===== config.mk =====
export PLATFORM = sky130hd
export DESIGN_NAME = hazard_scoreboard
export DESIGN_NICKNAME = d
export VERILOG_FILES = /design/src/rtl/hazard_scoreboard.sv
export SDC_FILE = /design/constraint.sdc
export NUM_CORES = 1
export LEC_CHECK = 0
export CAP_MARGIN = 20
export CORE_MARGIN = 3
export CORE_UTILIZATION = 40
export DETAILED_ROUTE_END_ITERATION = 12
export HOLD_SLACK_MARGIN = 0.08
export PLACE_DENSITY = 0.67
export SYNTH_ARGS = -nofsm -noshare
export SYNTH_HDL_FRONTEND = slang
export SYNTH_SLANG_ARGS = --single-unit

===== constraint.sdc =====
create_clock -name clk -period 6.05 [get_ports clk]
set_input_delay 1.21 -clock clk [delete_from_list [all_inputs] [get_ports clk]]
set_output_delay 1.21 -clock clk [all_outputs]
set_load 0.005 [all_outputs]

===== src/rtl/hazard_scoreboard.sv =====
// Data-hazard scoreboard for the pipelined ARM core: tracks in-flight destination
// registers after decode and turns decode-stage sources into forward selects or stalls.
module hazard_scoreboard #(
    parameter int DEPTH    = 3,
    parameter int REG_W    = 4,
    parameter int LOAD_LAT = 1,
    parameter int FORWARD  = 1,
    parameter int FLUSH_N  = 1,
    parameter int PC_REG   = 15,
    parameter int CNT_W    = 16
) (
    input  logic                       clk,
    input  logic                       reset_n,
    input  logic                       id_valid,
    input  logic [REG_W-1:0]           id_rn,
    input  logic                       id_rn_used,
    input  logic [REG_W-1:0]           id_rm,
    input  logic                       id_rm_used,
    input  logic [REG_W-1:0]           id_rs,
    input  logic                       id_rs_used,
    input  logic                       id_wr_en,
    input  logic [REG_W-1:0]           id_wr_reg,
    input  logic                       id_is_load,
    input  logic                       flush,
    output logic                       stall,
    output logic [$clog2(DEPTH+1)-1:0] fwd_rn,
    output logic [$clog2(DEPTH+1)-1:0] fwd_rm,
    output logic [$clog2(DEPTH+1)-1:0] fwd_rs,
    output logic [CNT_W-1:0]           stall_cnt
);

    localparam int FW = $clog2(DEPTH+1);
    localparam logic [REG_W-1:0] PC_IDX = REG_W'(PC_REG);

    logic [DEPTH-1:0]            v_q, v_d;
    logic [DEPTH-1:0][REG_W-1:0] reg_q, reg_d;
    logic [DEPTH-1:0]            ld_q, ld_d;
    logic [CNT_W-1:0]            cnt_q, cnt_d;

    logic [FW:0] rn_res_s, rm_res_s, rs_res_s;
    logic        stall_s;

    // Returns {hazard, fwd_select}; the youngest matching entry decides, older ones are ignored.
    function automatic logic [FW:0] lookup_f(
        input logic [REG_W-1:0]            src,
        input logic                        used,
        input logic                        valid,
        input logic [DEPTH-1:0]            v,
        input logic [DEPTH-1:0][REG_W-1:0] regs,
        input logic [DEPTH-1:0]            ld
    );
        logic          haz;
        logic          found;
        logic [FW-1:0] fwd;
        haz   = 1'b0;
        found = 1'b0;
        fwd   = {FW{1'b0}};
        for (int i = 0; i < DEPTH; i++) begin
            if (!found && valid && used && v[i] && (regs[i] == src) && (src != PC_IDX)) begin
                found = 1'b1;
                if (FORWARD == 0) begin
                    haz = 1'b1;
                end else if (ld[i] && (i < LOAD_LAT)) begin
                    haz = 1'b1;
                end else begin
                    fwd = FW'(i + 1);
                end
            end else begin
                found = found;
            end
        end
        return {haz, fwd};
    endfunction

    // Source lookup, stall decision and forward selects (zero-cycle, from current entries).
    always_comb begin
        rn_res_s = lookup_f(id_rn, id_rn_used, id_valid, v_q, reg_q, ld_q);
        rm_res_s = lookup_f(id_rm, id_rm_used, id_valid, v_q, reg_q, ld_q);
        rs_res_s = lookup_f(id_rs, id_rs_used, id_valid, v_q, reg_q, ld_q);
        stall_s  = (rn_res_s[FW] | rm_res_s[FW] | rs_res_s[FW]) & ~flush;
        stall    = stall_s;
        if (stall_s) begin
            fwd_rn = {FW{1'b0}};
            fwd_rm = {FW{1'b0}};
            fwd_rs = {FW{1'b0}};
        end else begin
            fwd_rn = rn_res_s[FW-1:0];
            fwd_rm = rm_res_s[FW-1:0];
            fwd_rs = rs_res_s[FW-1:0];
        end
    end

    // Next scoreboard contents: shift toward the oldest slot, bubble on stall/flush.
    always_comb begin
        v_d      = v_q;
        reg_d    = reg_q;
        ld_d     = ld_q;
        v_d[0]   = id_valid & id_wr_en & (id_wr_reg != PC_IDX) & ~stall_s & ~flush;
        reg_d[0] = id_wr_reg;
        ld_d[0]  = id_is_load;
        for (int i = 1; i < DEPTH; i++) begin
            v_d[i]   = v_q[i-1] & ~(flush & (i < FLUSH_N));
            reg_d[i] = reg_q[i-1];
            ld_d[i]  = ld_q[i-1];
        end
        if (stall_s && (cnt_q != {CNT_W{1'b1}})) begin
            cnt_d = cnt_q + {{(CNT_W-1){1'b0}}, 1'b1};
        end else begin
            cnt_d = cnt_q;
        end
    end

    // State registers; reset clears every entry so a pending stall drops immediately.
    always_ff @(posedge clk or negedge reset_n) begin
        if (!reset_n) begin
            v_q   <= {DEPTH{1'b0}};
            reg_q <= '0;
            ld_q  <= {DEPTH{1'b0}};
            cnt_q <= {CNT_W{1'b0}};
        end else begin
            v_q   <= v_d;
            reg_q <= reg_d;
            ld_q  <= ld_d;
            cnt_q <= cnt_d;
        end
    end

    assign stall_cnt = cnt_q;

endmodule


==> results of run 1 <==
flip-flops by register name (all words and copies together), names as in the netlist:
register / cells
ld_q: 1
reg_d: 8
reg_q: 4
stall_cnt: 16
v_q: 3
critical path, cell delays in order:
cell             delay (ns)
clkdlybuf4s50_1        0.53
xor2_1                 0.20
nor4_2                 0.31
o21ai_2                0.15
a31oi_2                0.62
nor3_1                 0.17
clkdlybuf4s50_1        0.49
cell usage after synthesis, drive strengths merged (4+ instances only):
library cell   n  share of area, %
dfrtp         32                43
xnor2         24                11
nand4         16               5.3
xor2          16               7.4
nand3         14               3.7
nor2          14               2.8
a31oi         11               4.8
and3          10               3.4
nand2          8               1.6
buf            6               2.7
o21ai          4               1.5
kinds of logic (layout without fill, tap and decap cells):
kind of cell | after synthesis | count (layout)
flip-flops | 32 | 32
XOR/XNOR | 40 | 40
AO/OA/AOI/OAI | 24 | 24
buffers and inverters | 9 | 55
adder cells (fa/ha/maj) | 1 | 1
multiplexers | 1 | 1
AND/OR/NAND/NOR | 76 | 76
power groups by stage:
stage / clock (mW) / sequential, mW / combinational (mW)
6_report: 0.156 / 0.230 / 0.0581
3_3_place_gp: 0 / 0.233 / 0.0581
3_5_place_dp: 0 / 0.234 / 0.0586
5_1_grt: 0.169 / 0.230 / 0.0649
4_1_cts: 0.161 / 0.229 / 0.0588
2_1_floorplan: 0 / 0.230 / 0.0321
metrics by stage:
| step | hold slack [ns] | cell area (µm²) | total power [mW] |
|---|---|---|---|
| floorplan | 0.389 | 1880 | 0.262 |
| global placement | 0.437 | 2360 | 0.291 |
| detailed placement | 0.425 | 2360 | 0.292 |
| CTS | 0.440 | 2440 | 0.449 |
| global route | 0.448 | 2440 | 0.464 |
| finish | 0.450 | 2440 | 0.444 |
layer usage:
| layer | wire, µm | GRT usage, % | up-vias | share of wire [%] |
|---|---|---|---|---|
| li1 | - | - | 758 | - |
| met1 | 2200 | 24.9 | 709 | 51 |
| met2 | 1870 | 23.5 | 42 | 43 |
| met3 | 211 | 3.60 | 5 | 4.9 |
| met4 | 46 | 3.75 | 0 | 1.1 |
| met5 | 0 | 0 | - | 0 |
final timing paths:
check,endpoint,start,cells after the start
worst max-delay path,fwd_rm[1],id_rs[3],7
worst min register to register,v_q[1]$_DFF_PN0_,v_q[0]$_DFF_PN0_,0
worst min-delay path,v_q[1]$_DFF_PN0_,v_q[0]$_DFF_PN0_,0
worst max register to register,stall_cnt[14]$_DFFE_PN0P_,reg_d[6]$_DFF_PN0_,6
max in group asynchronous,stall_cnt[4]$_DFFE_PN0P_,reset_n,2
min in group asynchronous,stall_cnt[15]$_DFFE_PN0P_,reset_n,2
final cells by class:
| cell class | count | share of cell area, % |
|---|---|---|
| Clock buffer | 5 | 2.82 |
| Clock inverter | 2 | 0.512 |
| Multi-Input combinational cell | 142 | 41.6 |
| Sequential cell | 32 | 32.8 |
| Tap cell | 52 | 2.66 |
| Timing Repair Buffer | 48 | 19.6 |
cell usage in the layout, fill, tap and decap left out, drive strengths merged, types with 2 or more instances in the layout:
cell type      Yosys  routed
a31oi             11      11
nor4               2       2
a21oi              3       3
nor2              14      14
nand4             16      16
clkbuf             3       5
nand2              8       8
clkdlybuf4s50      0      47
o21ai              4       4
dfrtp             32      32
or2                3       3
and3              10      10
o2111ai            2       2
a41oi              2       2
xnor2             24      24
nor3               3       3
o32a               2       2
xor2              16      16
nand3             14      14
==> metrics.md, run 1 <==
| Metric | Value |
|---|---|
| Status | complete, no violations |
| ANT nets after route | 0 |
| Remaining DRCs | 0 |
| CP max FO | 14 |
| Worst R2R Setup Slack | 3.81 ns |
| Non-filler cells, final | 281 |
| Pwr Density | 182 nW/µm² |
| HP Class | flop to flop |
| Synthesized cell area | 1880 µm² |
| Drt initial violations | 137 |
| I/O pins | 48 |
| Critical path class | input port to primary output |
| FF/Latch Area | approximately 800 µm² |
| Total negative slack | 0 ns |
| Final hold vios | 0 |
| Horiz. Die Dim | approximately 75 µm |
| Fin nets | 255 |
| Wire length per cell | 15.4 µm |
| Dpl hpwl | 3300 µm |
| Hold_buf cts | 0 |
| Postcts setup bufs | 0 |
| # setup viols final | 0 |
| Layout area overhead | 29.7% |
| Clock latency on the worst-skew pair | 0.28 ns |
| Drt first pass iters | 4 |
| Starting Density | 42.4% |
| Largest family of logic cells by synthesized area | simple AND/OR/NAND/NOR gates |
| Vias | between 1.5k and 2k |
| Crit end category | primary output |
| Port buffer count | 47 |
| CTS clk-pin slew, worst paths | 0.07 ns |
| Critical Path RT | ~4.8 ns |
| Max Fclk | 204 MHz |
| Largest net degree at the start of global routing | 33 |
| Slew HR | 53.5% |
| Dpl cells | 274 |
| Multiplexer share of the synthesized area | 0.598% |
| Seq/Total Area, Yosys | 42.5% |
| Gp weighted congestion | 0.879 |
| Clk sinks | 32 |
| Root buf cell | clkbuf_8 |
| Max-cap violation count | 0 |
| Detailed Route WL | 4320 µm |
| RSZ-0062 raised after global routing | no |
| Final Critical Period | 4.89 ns |
| H-tree levels | 2 |
| Combinational power share | 13.1% |
| Number of buffers created by CTS | 5 |
| First-pass GRT wire length | 6930 µm |
| Xor and xnor area share after synthesis | a little under a fifth |
| Initial antenna violation count | 0 |
| Mean Syn Cell Area | 10.3 µm² |
| Arr. time, crit path | approximately 3.7 ns |
| CP Launch Type | input port |
| Core Footprint | 4440 µm² |
| CTS Buffer Depth | 2 |
| Vias in the first global route | about 1.4k |
| Vias per std cell | 5.39 |
| Asr flop ratio synth | 100% |
| Top FF cell, synth | dfrtp_1 |
| Crit share post-route | between 80% and 90% |
| Synth Area in Compound Gates | between 10 and 15% |
| Post-CTS Resized | 0 |
| Max-slew violations | 0 |
| Switching Power | 116 µW |
| Synth Register Bits | 32 |
| Lkg Pwr | 0.959 nW |
| Post-Synth Simple-Gate Area | 23.2% |
| Die area | 5570 µm² |
| EDFF count, synth | 0 |
| Yosys cell types | 37 |
| Final worst slack | 1.16 ns |
| Clock network fraction of total power | 35.1% |
| Adder-Cell Fraction of Synth Area | 0.664% |
| Die span in y | 74.6 µm |
| Final Util | between 50 and 60% |
| # diodes | 0 |
| Cell row count | 24 |
| TritonCTS clock tree | done |
| Maximum VDD drop | 129 µV |
| Flop pwr share | 51.8% |
| Int Pwr | 328 µW |
| Skew final | 0.00277 ns |
| All-layer global routing usage | 16.3% |
| Share of layout cells above drive strength 1 | 10.5% |
| Total congestion overflow | 0 |
| Synth Instances | 183 |
| YS warnings | 0 |
| # fillers | 428 |
| Worst-Margin Slew | 0.696 ns |
| Syn nets | between 200 and 250 |
| Dpl ws | 1.18 ns |
| Sw frac | between 20% and 30% |
| Multi-input combinational cell area | between 1000 and 1500 µm² |
(Power assumes the default switching activity.)
==> run 2: changes to the inputs <==
- PLACE_DENSITY: 0.67 -> 0.7
- clock period: 6.05 -> 4.45 ns (I/O delays scaled with it)
==> metrics.md, run 2 (synthesis gave the netlist of run 1 again) <==
| Metric | Value |
|---|---|
| Status | complete, no violations |
| Clock network fraction of total power | 38.3% |
| Pwr Density | 258 nW/µm² |
| Horiz. Die Dim | 74.6 µm |
| First-pass GRT wire length | 7620 µm |
| Fin nets | 256 |
| Lkg Pwr | 0.975 nW |
| Detailed Route WL | 4560 µm |
| Combinational power share | 12.6% |
| Max FFs per register | 16 |
| Flop pwr share | 49.0% |
| HP Class | flop to flop |
| TritonCTS clock tree | done |
| Hold_buf cts | 0 |
| Postcts setup bufs | 0 |
| Wire length per cell | 16.2 µm |
| Clock latency on the worst-skew pair | 0.28 ns |
| Worst Hold Depth | 0 |
| Max-cap violation count | 0 |
| Root buf cell | clkbuf_8 |
| Share of layout cells above drive strength 1 | 10.9% |
| Port buffer count | 47 |
| Top delay family on crit path | buffers and inverters |
| Max-slew violations | 0 |
| Crit end category | primary output |
| Drt initial violations | 91 |
| Initial antenna violation count | 0 |
| Die span in y | 74.6 µm |
| Switching Power | 159 µW |
| Skew final | 0.00896 ns |
| Non-filler cells, final | 282 |
| Starting Density | 42.4% |
| Max incr delay on CP | 0.60 ns |
| Worst-Margin Slew | 0.559 ns |
| Core Footprint | 4440 µm² |
| Vias | 1568 |
| Crit path top cell by count | clkdlybuf4s50_1 |
| Total negative slack | 0 ns |
| Worst hold path startpoint | v_q[0]$_DFF_PN0_ |
| Total congestion overflow | 0 |
| RSZ-0062 raised after global routing | no |
| Dpl cells | 275 |
| Maximum VDD drop | 191 µV |
| Most frequent cells in the layout | clkdlybuf4s50_1, dfrtp_1, xnor2_1, xor2_1, nand4_1 |
| CP max FO | 9 |
| Vias in the first global route | roughly 1.6k |
| Int Pwr | around 480 µW |
| Clk sinks | 32 |
| Final hold vios | 0 |
| Max Fclk | 244 MHz |
| Worst path cell trace | clkdlybuf4s50_1 -> xor2_1 -> nor4_4 -> o21ai_2 -> a31oi_2 -> nor2_1 -> clkdlybuf4s50_1 |
| Slew HR | a little over three fifths |
| Sw frac | 25.0% |
| R2r endpoint | stall_cnt[14]$_DFFE_PN0P_ |
| Remaining DRCs | 0 |
| ANT nets after route | 0 |
| Crit share post-route | 92.2% |
| I/O pins | 48 |
| Largest net degree at the start of global routing | 33 |
| All-layer global routing usage | 18.1% |
| Arr. time, crit path | ~3.2 ns |
| Vias per std cell | 5.56 |
| # setup viols final | 0 |
| CTS Buffer Depth | 2 |
| Buffers & Inverters on Critical Path | 2 |
| Worst R2R Setup Slack | approximately 2.2 ns |
| Final Critical Period | between 4 and 5 ns |
| Critical path class | input port to primary output |
| Cell row count | 24 |
| Worst reg2reg path depth | 7 |
| Layout area overhead | 30.9% |
| Dpl hpwl | between 3000 and 4000 µm |
| Die area | roughly 5600 µm² |
| Endpoint, Worst Hold | v_q[1]$_DFF_PN0_ |
| H-tree levels | 2 |
| Slowest CP cell | clkdlybuf4s50_1 |
| CP Launch Type | input port |
| Gp weighted congestion | 0.968 |
| Post-CTS Resized | 0 |
| # diodes | 0 |
| Critical Path RT | 3.56 ns |
| Reg2reg start | reg_d[7]$_DFF_PN0_ |
| CTS clk-pin slew, worst paths | 0.07 ns |
| Drt first pass iters | 4 |
| Number of buffers created by CTS | 5 |
| Most common cell after layout, fill and taps aside | clkdlybuf4s50_1 |
## run 2: changes by cell type in the layout (fill, tap and decap cells not counted)
cell	before	now
clkinvlp_4	1	0
clkinv_2	1	0
buf_4	1	2
clkbuf_8	5	7
## run 2: worst max-delay path by stage
stage,startpoint,end,slack (ns),cells after the start
2_1_floorplan,id_rs[2],fwd_rm[1],1.48,7
3_3_place_gp,id_rs[3],fwd_rm[1],0.41,7
3_5_place_dp,id_rs[3],fwd_rs[1],0.36,7
4_1_cts,id_rm[2],fwd_rs[1],0.35,7
5_1_grt,id_rm[2],fwd_rs[1],0.21,7
6_report,id_rm[2],fwd_rm[0],0.35,7
## run 2: per-layer routing
metal	vias to the layer above	GRT usage (%)	wire length, µm
met1	763	25.8	2220
met4	0	5.93	61
met5	-	0	0
met3	6	4.94	239
li1	753	-	-
met2	46	26.5	2040
## run 2: power by group through the flow
stage	logic [mW]	clock network (mW)	registers (mW)
6_report	0.0805	0.244	0.312
5_1_grt	0.0888	0.263	0.314
4_1_cts	0.0814	0.251	0.312
3_5_place_dp	0.0808	0	0.318
3_3_place_gp	0.0795	0	0.317
2_1_floorplan	0.0436	0	0.313
## run 2: layout make-up
cell class | instances | area, µm²
clock buffer | 7 | 96.3
sequential | 32 | 801
tap | 52 | 65.1
multi-input combinational | 142 | 1020
fill | 402 | 1980
timing repair buffer | 49 | 485
## run 2: through the flow
| step | power (mW) | area, µm² | hold slack, ns | util, % | worst slack [ns] |
|---|---|---|---|---|---|
| 2_1_floorplan | 0.357 | 1880 | 0.389 | - | 1.48 |
| 3_3_place_gp | 0.396 | 2370 | 0.438 | 53.3 | 0.408 |
| 3_5_place_dp | 0.398 | 2370 | 0.427 | 53.3 | 0.358 |
| 4_1_cts | 0.645 | 2460 | 0.440 | 55.5 | 0.353 |
| 5_1_grt | 0.666 | 2460 | 0.467 | 55.5 | 0.212 |
| 6_report | 0.637 | 2460 | 0.442 | 55.5 | 0.346 |
